### src/rtl/pdm_pkg.sv
// Shared types and default widths for the PDM clock generator and its capture path.
package pdm_pkg;

    localparam int DEF_DIV_W  = 16;
    localparam int DEF_SAMP_W = 8;

    typedef enum logic [1:0] {
        IDLE = 2'd0,
        RUN  = 2'd1,
        STOP = 2'd2
    } state_t;

endpackage

### src/rtl/pdm_deser.sv
// Serial-to-parallel capture of one PDM channel: shifts a bit in MSB first on each strobe
// and presents a completed word with a one-cycle valid pulse.
module pdm_deser #(
    parameter int SAMP_W = 8
) (
    input  logic              clk,
    input  logic              reset,
    input  logic              i_clr,
    input  logic              i_stb,
    input  logic              i_din,
    output logic [SAMP_W-1:0] o_data,
    output logic              o_valid
);

    localparam int CNT_W = $clog2(SAMP_W) + 1;
    localparam logic [CNT_W-1:0] LAST_BIT = CNT_W'(SAMP_W - 1);

    logic [SAMP_W-1:0] r_shift;
    logic [SAMP_W-1:0] r_data;
    logic [CNT_W-1:0]  r_cnt;
    logic              r_valid;
    logic [SAMP_W-1:0] w_word;

    assign w_word = {r_shift[SAMP_W-2:0], i_din};

    always_ff @(posedge clk or negedge reset) begin
        if (!reset) begin
            r_shift <= '0;
            r_data  <= '0;
            r_cnt   <= '0;
            r_valid <= 1'b0;
        end else begin
            r_valid <= 1'b0;
            if (i_clr) begin
                r_cnt <= '0;
            end else if (i_stb) begin
                r_shift <= w_word;
                if (r_cnt == LAST_BIT) begin
                    r_data  <= w_word;
                    r_valid <= 1'b1;
                    r_cnt   <= '0;
                end else begin
                    r_cnt <= r_cnt + 1'b1;
                end
            end
        end
    end

    assign o_data  = r_data;
    assign o_valid = r_valid;

endmodule

### src/rtl/pdm_clk_gen.sv
// Programmable 50%-duty PDM clock generator with glitch-free stop and period-aligned divisor updates.
// Optional stereo capture path is built only when PDM_CLK_GEN_CAPTURE_EN is defined.
module pdm_clk_gen
    import pdm_pkg::*;
#(
    parameter int DIV_W    = DEF_DIV_W,
    parameter int DEF_HALF = 2,
    parameter int MIN_HALF = 1,
    parameter int SAMP_W   = DEF_SAMP_W
) (
    input  logic              clk,
    input  logic              reset,
    input  logic              enable,
    input  logic [DIV_W-1:0]  div_data,
    input  logic              div_valid,
    output logic              div_ready,
    output logic              clkout,
    output logic              rise_stb,
    output logic              fall_stb,
    output logic              active,
    input  logic              pdm_in,
    output logic [SAMP_W-1:0] data_l,
    output logic [SAMP_W-1:0] data_r,
    output logic              valid_l,
    output logic              valid_r
);

    localparam logic [DIV_W-1:0] L_MIN_HALF = DIV_W'(MIN_HALF);
    localparam logic [DIV_W-1:0] L_DEF_HALF = DIV_W'(DEF_HALF);

    state_t           r_state, w_state_nxt;
    logic [DIV_W-1:0] r_cnt, w_cnt_nxt;
    logic [DIV_W-1:0] r_half, w_half_nxt;
    logic [DIV_W-1:0] r_pend, w_pend_nxt;
    logic             r_pend_vld, w_pend_vld_nxt;
    logic             r_clkout, w_clkout_nxt;
    logic             r_rise, w_rise_nxt;
    logic             r_fall, w_fall_nxt;

    logic             w_hs;
    logic [DIV_W-1:0] w_div_clamped;
    logic [DIV_W-1:0] w_apply_half;

    assign w_hs          = div_valid & div_ready;
    assign w_div_clamped = (div_data < L_MIN_HALF) ? L_MIN_HALF : div_data;
    // A value accepted on the boundary cycle itself is applied right away rather than parked.
    assign w_apply_half  = r_pend_vld ? r_pend : (w_hs ? w_div_clamped : r_half);

    always_ff @(posedge clk or negedge reset) begin
        if (!reset) begin
            r_state    <= IDLE;
            r_cnt      <= '0;
            r_half     <= L_DEF_HALF;
            r_pend     <= '0;
            r_pend_vld <= 1'b0;
            r_clkout   <= 1'b0;
            r_rise     <= 1'b0;
            r_fall     <= 1'b0;
        end else begin
            r_state    <= w_state_nxt;
            r_cnt      <= w_cnt_nxt;
            r_half     <= w_half_nxt;
            r_pend     <= w_pend_nxt;
            r_pend_vld <= w_pend_vld_nxt;
            r_clkout   <= w_clkout_nxt;
            r_rise     <= w_rise_nxt;
            r_fall     <= w_fall_nxt;
        end
    end

    always_comb begin
        w_state_nxt    = r_state;
        w_cnt_nxt      = r_cnt;
        w_half_nxt     = r_half;
        w_pend_nxt     = r_pend;
        w_pend_vld_nxt = r_pend_vld;
        w_clkout_nxt   = r_clkout;
        w_rise_nxt     = 1'b0;
        w_fall_nxt     = 1'b0;

        case (r_state)
            IDLE: begin
                w_cnt_nxt    = '0;
                w_clkout_nxt = 1'b0;
                if (w_hs) begin
                    w_half_nxt = w_div_clamped;
                end
                if (enable) begin
                    w_state_nxt = RUN;
                    w_cnt_nxt   = (w_hs ? w_div_clamped : r_half) - 1'b1;
                end
            end

            RUN, STOP: begin
                if (w_hs) begin
                    w_pend_nxt     = w_div_clamped;
                    w_pend_vld_nxt = 1'b1;
                end
                if (r_state == RUN && !enable && !r_clkout) begin
                    w_state_nxt    = IDLE;
                    w_cnt_nxt      = '0;
                    w_half_nxt     = w_apply_half;
                    w_pend_vld_nxt = 1'b0;
                end else if (r_cnt == '0) begin
                    w_clkout_nxt = ~r_clkout;
                    if (r_clkout) begin
                        // Falling edge closes the period: the only safe point to change half.
                        w_fall_nxt     = 1'b1;
                        w_half_nxt     = w_apply_half;
                        w_pend_vld_nxt = 1'b0;
                        if (enable) begin
                            w_state_nxt = RUN;
                            w_cnt_nxt   = w_apply_half - 1'b1;
                        end else begin
                            w_state_nxt = IDLE;
                            w_cnt_nxt   = '0;
                        end
                    end else begin
                        w_rise_nxt = 1'b1;
                        w_cnt_nxt  = r_half - 1'b1;
                    end
                end else begin
                    w_cnt_nxt = r_cnt - 1'b1;
                    if (r_state == RUN && !enable) begin
                        w_state_nxt = STOP;
                    end else if (r_state == STOP && enable) begin
                        w_state_nxt = RUN;
                    end
                end
            end

            default: begin
                w_state_nxt  = IDLE;
                w_cnt_nxt    = '0;
                w_clkout_nxt = 1'b0;
            end
        endcase
    end

    assign div_ready = ~r_pend_vld;
    assign clkout    = r_clkout;
    assign rise_stb  = r_rise;
    assign fall_stb  = r_fall;
    assign active    = (r_state != IDLE);

`ifdef PDM_CLK_GEN_CAPTURE_EN
    logic w_clr;

    assign w_clr = (r_state == IDLE);

    pdm_deser #(.SAMP_W(SAMP_W)) u_deser_l (
        .clk     (clk),
        .reset   (reset),
        .i_clr   (w_clr),
        .i_stb   (r_fall),
        .i_din   (pdm_in),
        .o_data  (data_l),
        .o_valid (valid_l)
    );

    pdm_deser #(.SAMP_W(SAMP_W)) u_deser_r (
        .clk     (clk),
        .reset   (reset),
        .i_clr   (w_clr),
        .i_stb   (r_rise),
        .i_din   (pdm_in),
        .o_data  (data_r),
        .o_valid (valid_r)
    );
`else
    logic w_unused_pdm;

    assign w_unused_pdm = pdm_in;
    assign data_l       = '0;
    assign data_r       = '0;
    assign valid_l      = 1'b0;
    assign valid_r      = 1'b0;
`endif

endmodule

### config.mk
export PLATFORM = sky130hd
export DESIGN_NAME = pdm_clk_gen
export DESIGN_NICKNAME = d
export VERILOG_FILES = /design/src/rtl/pdm_pkg.sv /design/src/rtl/pdm_deser.sv /design/src/rtl/pdm_clk_gen.sv
export SDC_FILE = /design/constraint.sdc
export NUM_CORES = 1
export LEC_CHECK = 0
export ABC_AREA = 1
export CORE_ASPECT_RATIO = 1.2
export CORE_MARGIN = 2
export CORE_UTILIZATION = 45
export DETAILED_ROUTE_END_ITERATION = 10
export GPL_ROUTABILITY_DRIVEN = 0
export PLACE_DENSITY_LB_ADDON = 0.12
export SYNTH_ARGS = -nofsm -noshare
export SYNTH_HDL_FRONTEND = slang
export SYNTH_HIERARCHICAL = 1
export SYNTH_SLANG_ARGS = --single-unit
### constraint.sdc
create_clock -name clk -period 2.3 [get_ports clk]
set_clock_uncertainty 0.05 [all_clocks]
set_input_delay 0.23 -clock clk [delete_from_list [all_inputs] [get_ports clk]]
set_output_delay 0.23 -clock clk [all_outputs]
set_load 0.005 [all_outputs]
==> results_dict.tcl, run 1 <==
set metrics [dict create \
    status "finished clean" \
    grt_usage 0.250 \
    required_ns 2.48 \
    path_cells "inv_4 > nand2_8 > buf_6 > nand2_4 > o21ai_4 > buf_6 > inv_2 > nand2_2 > nor4_4 > inv_2 > nor2_4 > nand2_2 > a21oi_2 > o21ai_1 > a21oi_1" \
    slew_viol_final 0 \
    dr_wl_met2_mm 6.88 \
    synth.distinct_cells 44 \
    worstPathMaxFanout 7 \
    drive_gt1_frac 0.253 \
    yosys.area.top_type "dfrtp_1" \
    antenna_cells 0 \
    clk_latency_ns 0.30 \
    numCtsBuffers 5 \
    yosys_warnings 6 \
    min_period_over_period 0.980 \
    hold_class "reg -> reg" \
    clkSinkCount 54 \
    fin_nets 855 \
    antenna_found_initial 0 \
    die_x_um 96.7 \
    worstMarginPinSlew_ns 0.633 \
    crit_path_top_delay_cell "dfrtp_1" \
    dpl_cell_area_um2 5640 \
    ys_ff_latch 54 \
    synth-seq-area-share 0.292 \
    synth_commonest_cells "nand2_1, nor2_1, inv_1" \
    netlist_instances 704 \
    grt_remaining_overflow 0 \
    top_layer "met4" \
    wire_per_inst_um 14.6 \
    period_needed_ns 2.25 \
    synth-edff-count 0 \
    first_global_vias 4653 \
    root_buffer "clkbuf_16" \
    wl_met3_um 594 \
    rows 40 \
    vias_per_cell 5.19 \
    max_slew_margin 0.578 \
    drtAntennaViolNets 0 \
    clk_pin_slew_ns 0.07 \
    post-dp-hpwl_mm 11.0 \
    final-setup-viol-count 0 \
    chipHeight_um 115 \
    die-area_um2 11100 \
    ir_worst_vdd_mv 0.706 \
    hold-path-endpoint "r_pend[6]$_DFFE_PN0P_" \
    maxCapViolations 0 \
    vias 4944 \
    numPortBuffers 24 \
    crit_path_max_incr_delay_ns 0.41 \
    yosysMostFrequentCell "nand2_1" \
    cp_data_arrival_time_ns 2.43 \
    cp-end-kind "flop" \
    hp-start "r_pend[6]$_DFFE_PN0P_" \
    reg2reg_slack_ns 0.05 \
    r2r_start "r_pend_vld$_DFFE_PN0N_" \
    coreArea_um2 10000 \
    ios 44 \
    initial_core_util 0.463 \
    drt-met1-wl_mm 6.16 \
    grt_max_degree 33 \
    wl_mm 14.0 \
    synthTopCellsByArea "dfrtp_1, nand2_1, nor2_1" \
    ys.flop_type "dfrtp_1" \
    final_cell_area_um2 6100 \
    whs_ns 0.421 \
    cts.path.max_buffers 2 \
    route.detailed.drc 0 \
    grt_pass1_wl_mm 22.7 \
    critPathTopFamily "simple AND/OR/NAND/NOR gates" \
    cts_tree "built" \
    synth.avg_cell_area_um2 6.59 \
    rsz0062_at_grt "yes" \
    worstSetupStartpointType "flop" \
    async_flop_share 1.00 \
    totalPowerFinal_mw 9.48 \
    setup.worst_path.class "reg -> reg" \
    drt_iter0_markers 478 \
    r2r.worst_path.cells 15 \
    first_pass_iters 5 \
    synth_area_um2 4640 \
    finalHoldViolCount 0 \
    fmaxAchievable_mhz 444 \
    htree_num_levels 2 \
    syn_to_final_growth_pct 31.6 \
    hold_path_depth 2 \
    p_per_area_nw_per_um2 1550 \
    critical_path_buf_inv_count 5 \
    power.leakage_nw 2.94 \
    yosys.area.top_type_share 0.286 \
    r2r-end "r_cnt[12]$_DFF_PN0_" \
]
## worst max path at each step
stage / start / to / slack [ns] / cells after the start
2_1_floorplan: r_pend_vld$_DFFE_PN0N_ / r_cnt[10]$_DFF_PN0_ / 0.05 / 17
3_3_place_gp: div_data[13] / r_cnt[12]$_DFF_PN0_ / -0.19 / 16
3_5_place_dp: div_data[14] / r_cnt[12]$_DFF_PN0_ / -0.26 / 16
4_1_cts: r_pend_vld$_DFFE_PN0N_ / r_cnt[12]$_DFF_PN0_ / 0.02 / 14
5_1_grt: r_pend_vld$_DFFE_PN0N_ / r_cnt[12]$_DFF_PN0_ / -0.08 / 15
6_report: r_pend_vld$_DFFE_PN0N_ / r_cnt[12]$_DFF_PN0_ / 0.05 / 15
## sequential cells by signal, summed over array words and instances, names as in the netlist
signal	flops
r_cnt	16
r_half	16
r_pend	16
r_state	2
clkout	1
fall_stb	1
r_pend_vld	1
rise_stb	1
## cell usage in the layout, fill, tap and decap left out, types with 10 or more instances in the layout
cell type        synthesis  layout
o21ai_0                 32      27
nand3_1                 51      42
nor2_1                  83      77
buf_4                   18     105
inv_1                   74      70
a21oi_1                 51      49
nand2_2                  7      16
o21ai_1                  5      10
clkdlybuf4s50_1          0      22
conb_1                   1      18
xor2_1                  15      15
nand2_1                180     167
o21ai_2                 12      11
dfrtp_1                 53      53
a211oi_1                16      16
## timing repair
action / CTS / global route
setup endpoints to repair: 1 / 32
gates resized for setup: 1 / 63
hold endpoints to repair: 24 / 0
pin swaps: 0 / 17
setup buffers: 0 / 14
hold buffers: 1 / 0
## cell type report
cell class                      instances  area, um2
Inverter                               79        299
Tap cell                              126        158
Clock buffer                            7        143
Sequential cell                        54       1350
Timing Repair Buffer                  138       1160
Fill cell                             967       3910
Multi-Input combinational cell        548       2980
Clock inverter                          1       5.00
## layer usage
layer	vias up	global-route usage
met5	-	0
met1	2285	0.329
met4	0	0.0770
li1	2502	-
met3	18	0.0219
met2	139	0.442
## worst min-delay path: cells and delay by family, from the launching register on
kind / cells / cell delay, ns
flops: 1 / 0.34
simple gates: 2 / 0.10
## through the flow
stage          TNS (ns)   util  std cells  worst slack, ns
2_1_floorplan         0      -        721           0.0452
3_3_place_gp      -1.66  0.564        931           -0.195
3_5_place_dp      -2.21  0.564        931           -0.264
4_1_cts               0  0.580        940           0.0193
5_1_grt          -0.135  0.610        953          -0.0813
6_report              0  0.610        953           0.0457
## kinds of logic after synthesis
logic type                 count (synthesis)  share of synthesized area
xor gates and xnor gates                  21                     0.0397
other                                      1                   0.000809
adders and majority gates                  8                     0.0216
buffers and inverters                    119                      0.123
and+or+nand+nor                          367                      0.349
DFF                                       54                      0.292
AOI/OAI and AO/OA                        134                      0.174
## report_power, final
part           total, mW  internal, mW  switching (mW)
registers           1.70          1.39           0.309
logic               6.97          2.96            4.01
clock network      0.804         0.434           0.370
total               9.48          4.78            4.69
Note: power is estimated with default switching activity, not from simulation.
==> run 2, diff against run 1 <==
CORE_UTILIZATION = 53   (was 45)
==> run 2 against run 1 <==
Net effect:
- cell count down 0.94%
- global-route usage up 4.4 points
- cell area up 0.43%
- first-iteration DRC count up 15%
- fmax up 0.51%
- routed wire length up 1.2%
- register-to-register slack about the same
- clock power down 29%
- core utilization up 11 points
- sequential share of layout area down 0.095 points
- flip-flop and latch count unchanged
- clock-buffer cell count unchanged
- critical endpoint is now r_cnt[15]$_DFF_PN0_
- largest cell class unchanged
- largest power group unchanged
- highest routed layer unchanged
==> results_dict.tcl, run 2 (same netlist as run 1, synthesis figures left out) <==
set metrics [dict create \
    combPwrFrac 0.762 \
    coreArea_um2 8520 \
    p_switching_mw 4.80 \
    grt_usage 0.295 \
    htree_num_levels 2 \
    worstMarginPinSlew_ns 0.617 \
    finalHoldViolCount 0 \
    reg_top3 "r_cnt (16), r_half (16), r_pend (16)" \
    slew_viol_final 0 \
    numPortBuffers 24 \
    power.share.sequential 0.177 \
    vias 5091 \
    ir_worst_vdd_mv 0.997 \
    fin_nets 855 \
    p_per_area_nw_per_um2 1550 \
    final_cell_area_um2 6130 \
    fmaxAchievable_mhz 446 \
    grt_pass1_wl_mm 21.9 \
    whs_ns 0.387 \
    die-area_um2 9520 \
    syn_to_final_growth_pct 32.2 \
    layout_commonest_cell "nand2_1" \
    final-setup-viol-count 0 \
    sw_frac_of_total 0.505 \
    rows 37 \
    ios 44 \
    max_slew_margin 0.589 \
    first_pass_iters 5 \
    utilization 0.720 \
    power.leakage_nw 2.94 \
    grt_max_degree 33 \
    post-dp-hpwl_mm 10.6 \
    placed_cells 915 \
    die_x_um 89.4 \
    layout_common_cells "nand2_1, buf_4, nor2_1, inv_1, dfrtp_1" \
    cts_tree "built" \
    cp_data_arrival_time_ns 2.46 \
    clk_pin_slew_ns 0.10 \
    antenna_found_initial 0 \
    worstSetupStartpointType "flop" \
    dpl_cell_area_um2 5600 \
    status "finished clean" \
    grt_remaining_overflow 0 \
    min_period_over_period 0.975 \
    initial_core_util 0.544 \
    rsz0062_at_grt "yes" \
    cts.path.max_buffers 2 \
    wire_per_inst_um 15.0 \
    period_needed_ns 2.24 \
    wl_mm 14.1 \
    hold_class "in -> async" \
    root_buffer "clkbuf_8" \
    maxCapViolations 0 \
    required_ns 2.52 \
    fin_cells 944 \
    first_global_vias 4551 \
    clkSinkCount 54 \
    clk_latency_ns 0.33 \
    route.detailed.drc 0 \
    drtAntennaViolNets 0 \
    cp-end-kind "flop" \
    vias_per_cell 5.39 \
    chipHeight_um 106 \
    antenna_cells 0 \
    worstPathMaxFanout 6 \
    setup.worst_path.class "reg -> reg" \
    drive_gt1_frac 0.250 \
    clockPowerShare 0.060 \
    p_int_mw 4.71 \
    drt_iter0_markers 551 \
    numCtsBuffers 5 \
]
[run 2: power groups by stage]
stage,registers [mW],clock network [mW],logic (mW)
after global placement,1.68,0,6.22
after detailed placement,1.69,0,6.33
after floorplan,1.63,0,3.97
final,1.69,0.574,7.25
after global routing,1.73,0.619,7.92
after CTS,1.67,0.586,6.38
[run 2: worst max-delay path: stages (launching register included)]
cell and delay [ns]:
dfrtp_1 0.42, inv_4 0.11, nand2_8 0.09, buf_12 0.15, nand2_1 0.07, nand3_1 0.09, nand2_2 0.14, nand2_4 0.08
nor2_4 0.13, nand4_1 0.22, o21ai_1 0.20, nand3_1 0.11, nand2_1 0.08, nand2_1 0.09, a21oi_2 0.14
[run 2: final cells by class]
type,instances,area [um2]
timing repair buffer,138,1230
multi-input combinational,548,3000
inverter,79,302
clock buffer,7,86.3
sequential,54,1350
clock inverter,1,5.00
tap,117,146
fill,724,2390
[run 2: metrics by stage]
stage	TNS (ns)	worst slack, ns	total power [mW]
3_5_place_dp	-2.04	-0.232	8.02
6_report	0	0.0572	9.51
4_1_cts	0	0.0253	8.64
3_3_place_gp	-1.50	-0.178	7.89
2_1_floorplan	0	0.0452	5.60
5_1_grt	-0.249	-0.0579	10.3
[run 2: timing repair]
action	in CTS	in global routing
setup endpoints to repair	0	23
buffers inserted	0	19
endpoints found under the hold margin	25	0
hold buffers	1	0
resized for setup	0	70
[run 2: final timing paths]
path / end / slack, ns / depth (start not counted) / start
max: r_cnt[15]$_DFF_PN0_ / 0.06 / 14 / r_pend_vld$_DFFE_PN0N_
min: r_pend[13]$_DFFE_PN0P_ / 0.39 / 2 / reset
max reg2reg: r_cnt[15]$_DFF_PN0_ / 0.06 / 14 / r_pend_vld$_DFFE_PN0N_
min reg2reg: r_pend[3]$_DFFE_PN0P_ / 0.43 / 2 / r_pend[3]$_DFFE_PN0P_
max in group asynchronous: r_half[1]$_DFFE_PN1P_ / 1.16 / 3 / reset
min in group clk: r_pend[3]$_DFFE_PN0P_ / 0.43 / 2 / r_pend[3]$_DFFE_PN0P_
[run 2: routing by layer]
metal / vias to the layer above / wire length (um) / global-route usage
met2: 221 / 6980 / 0.468
met5: - / 0 / 0
met4: 0 / 396 / 0.0981
li1: 2511 / - / -
met3: 34 / 904 / 0.0342
met1: 2325 / 5850 / 0.413
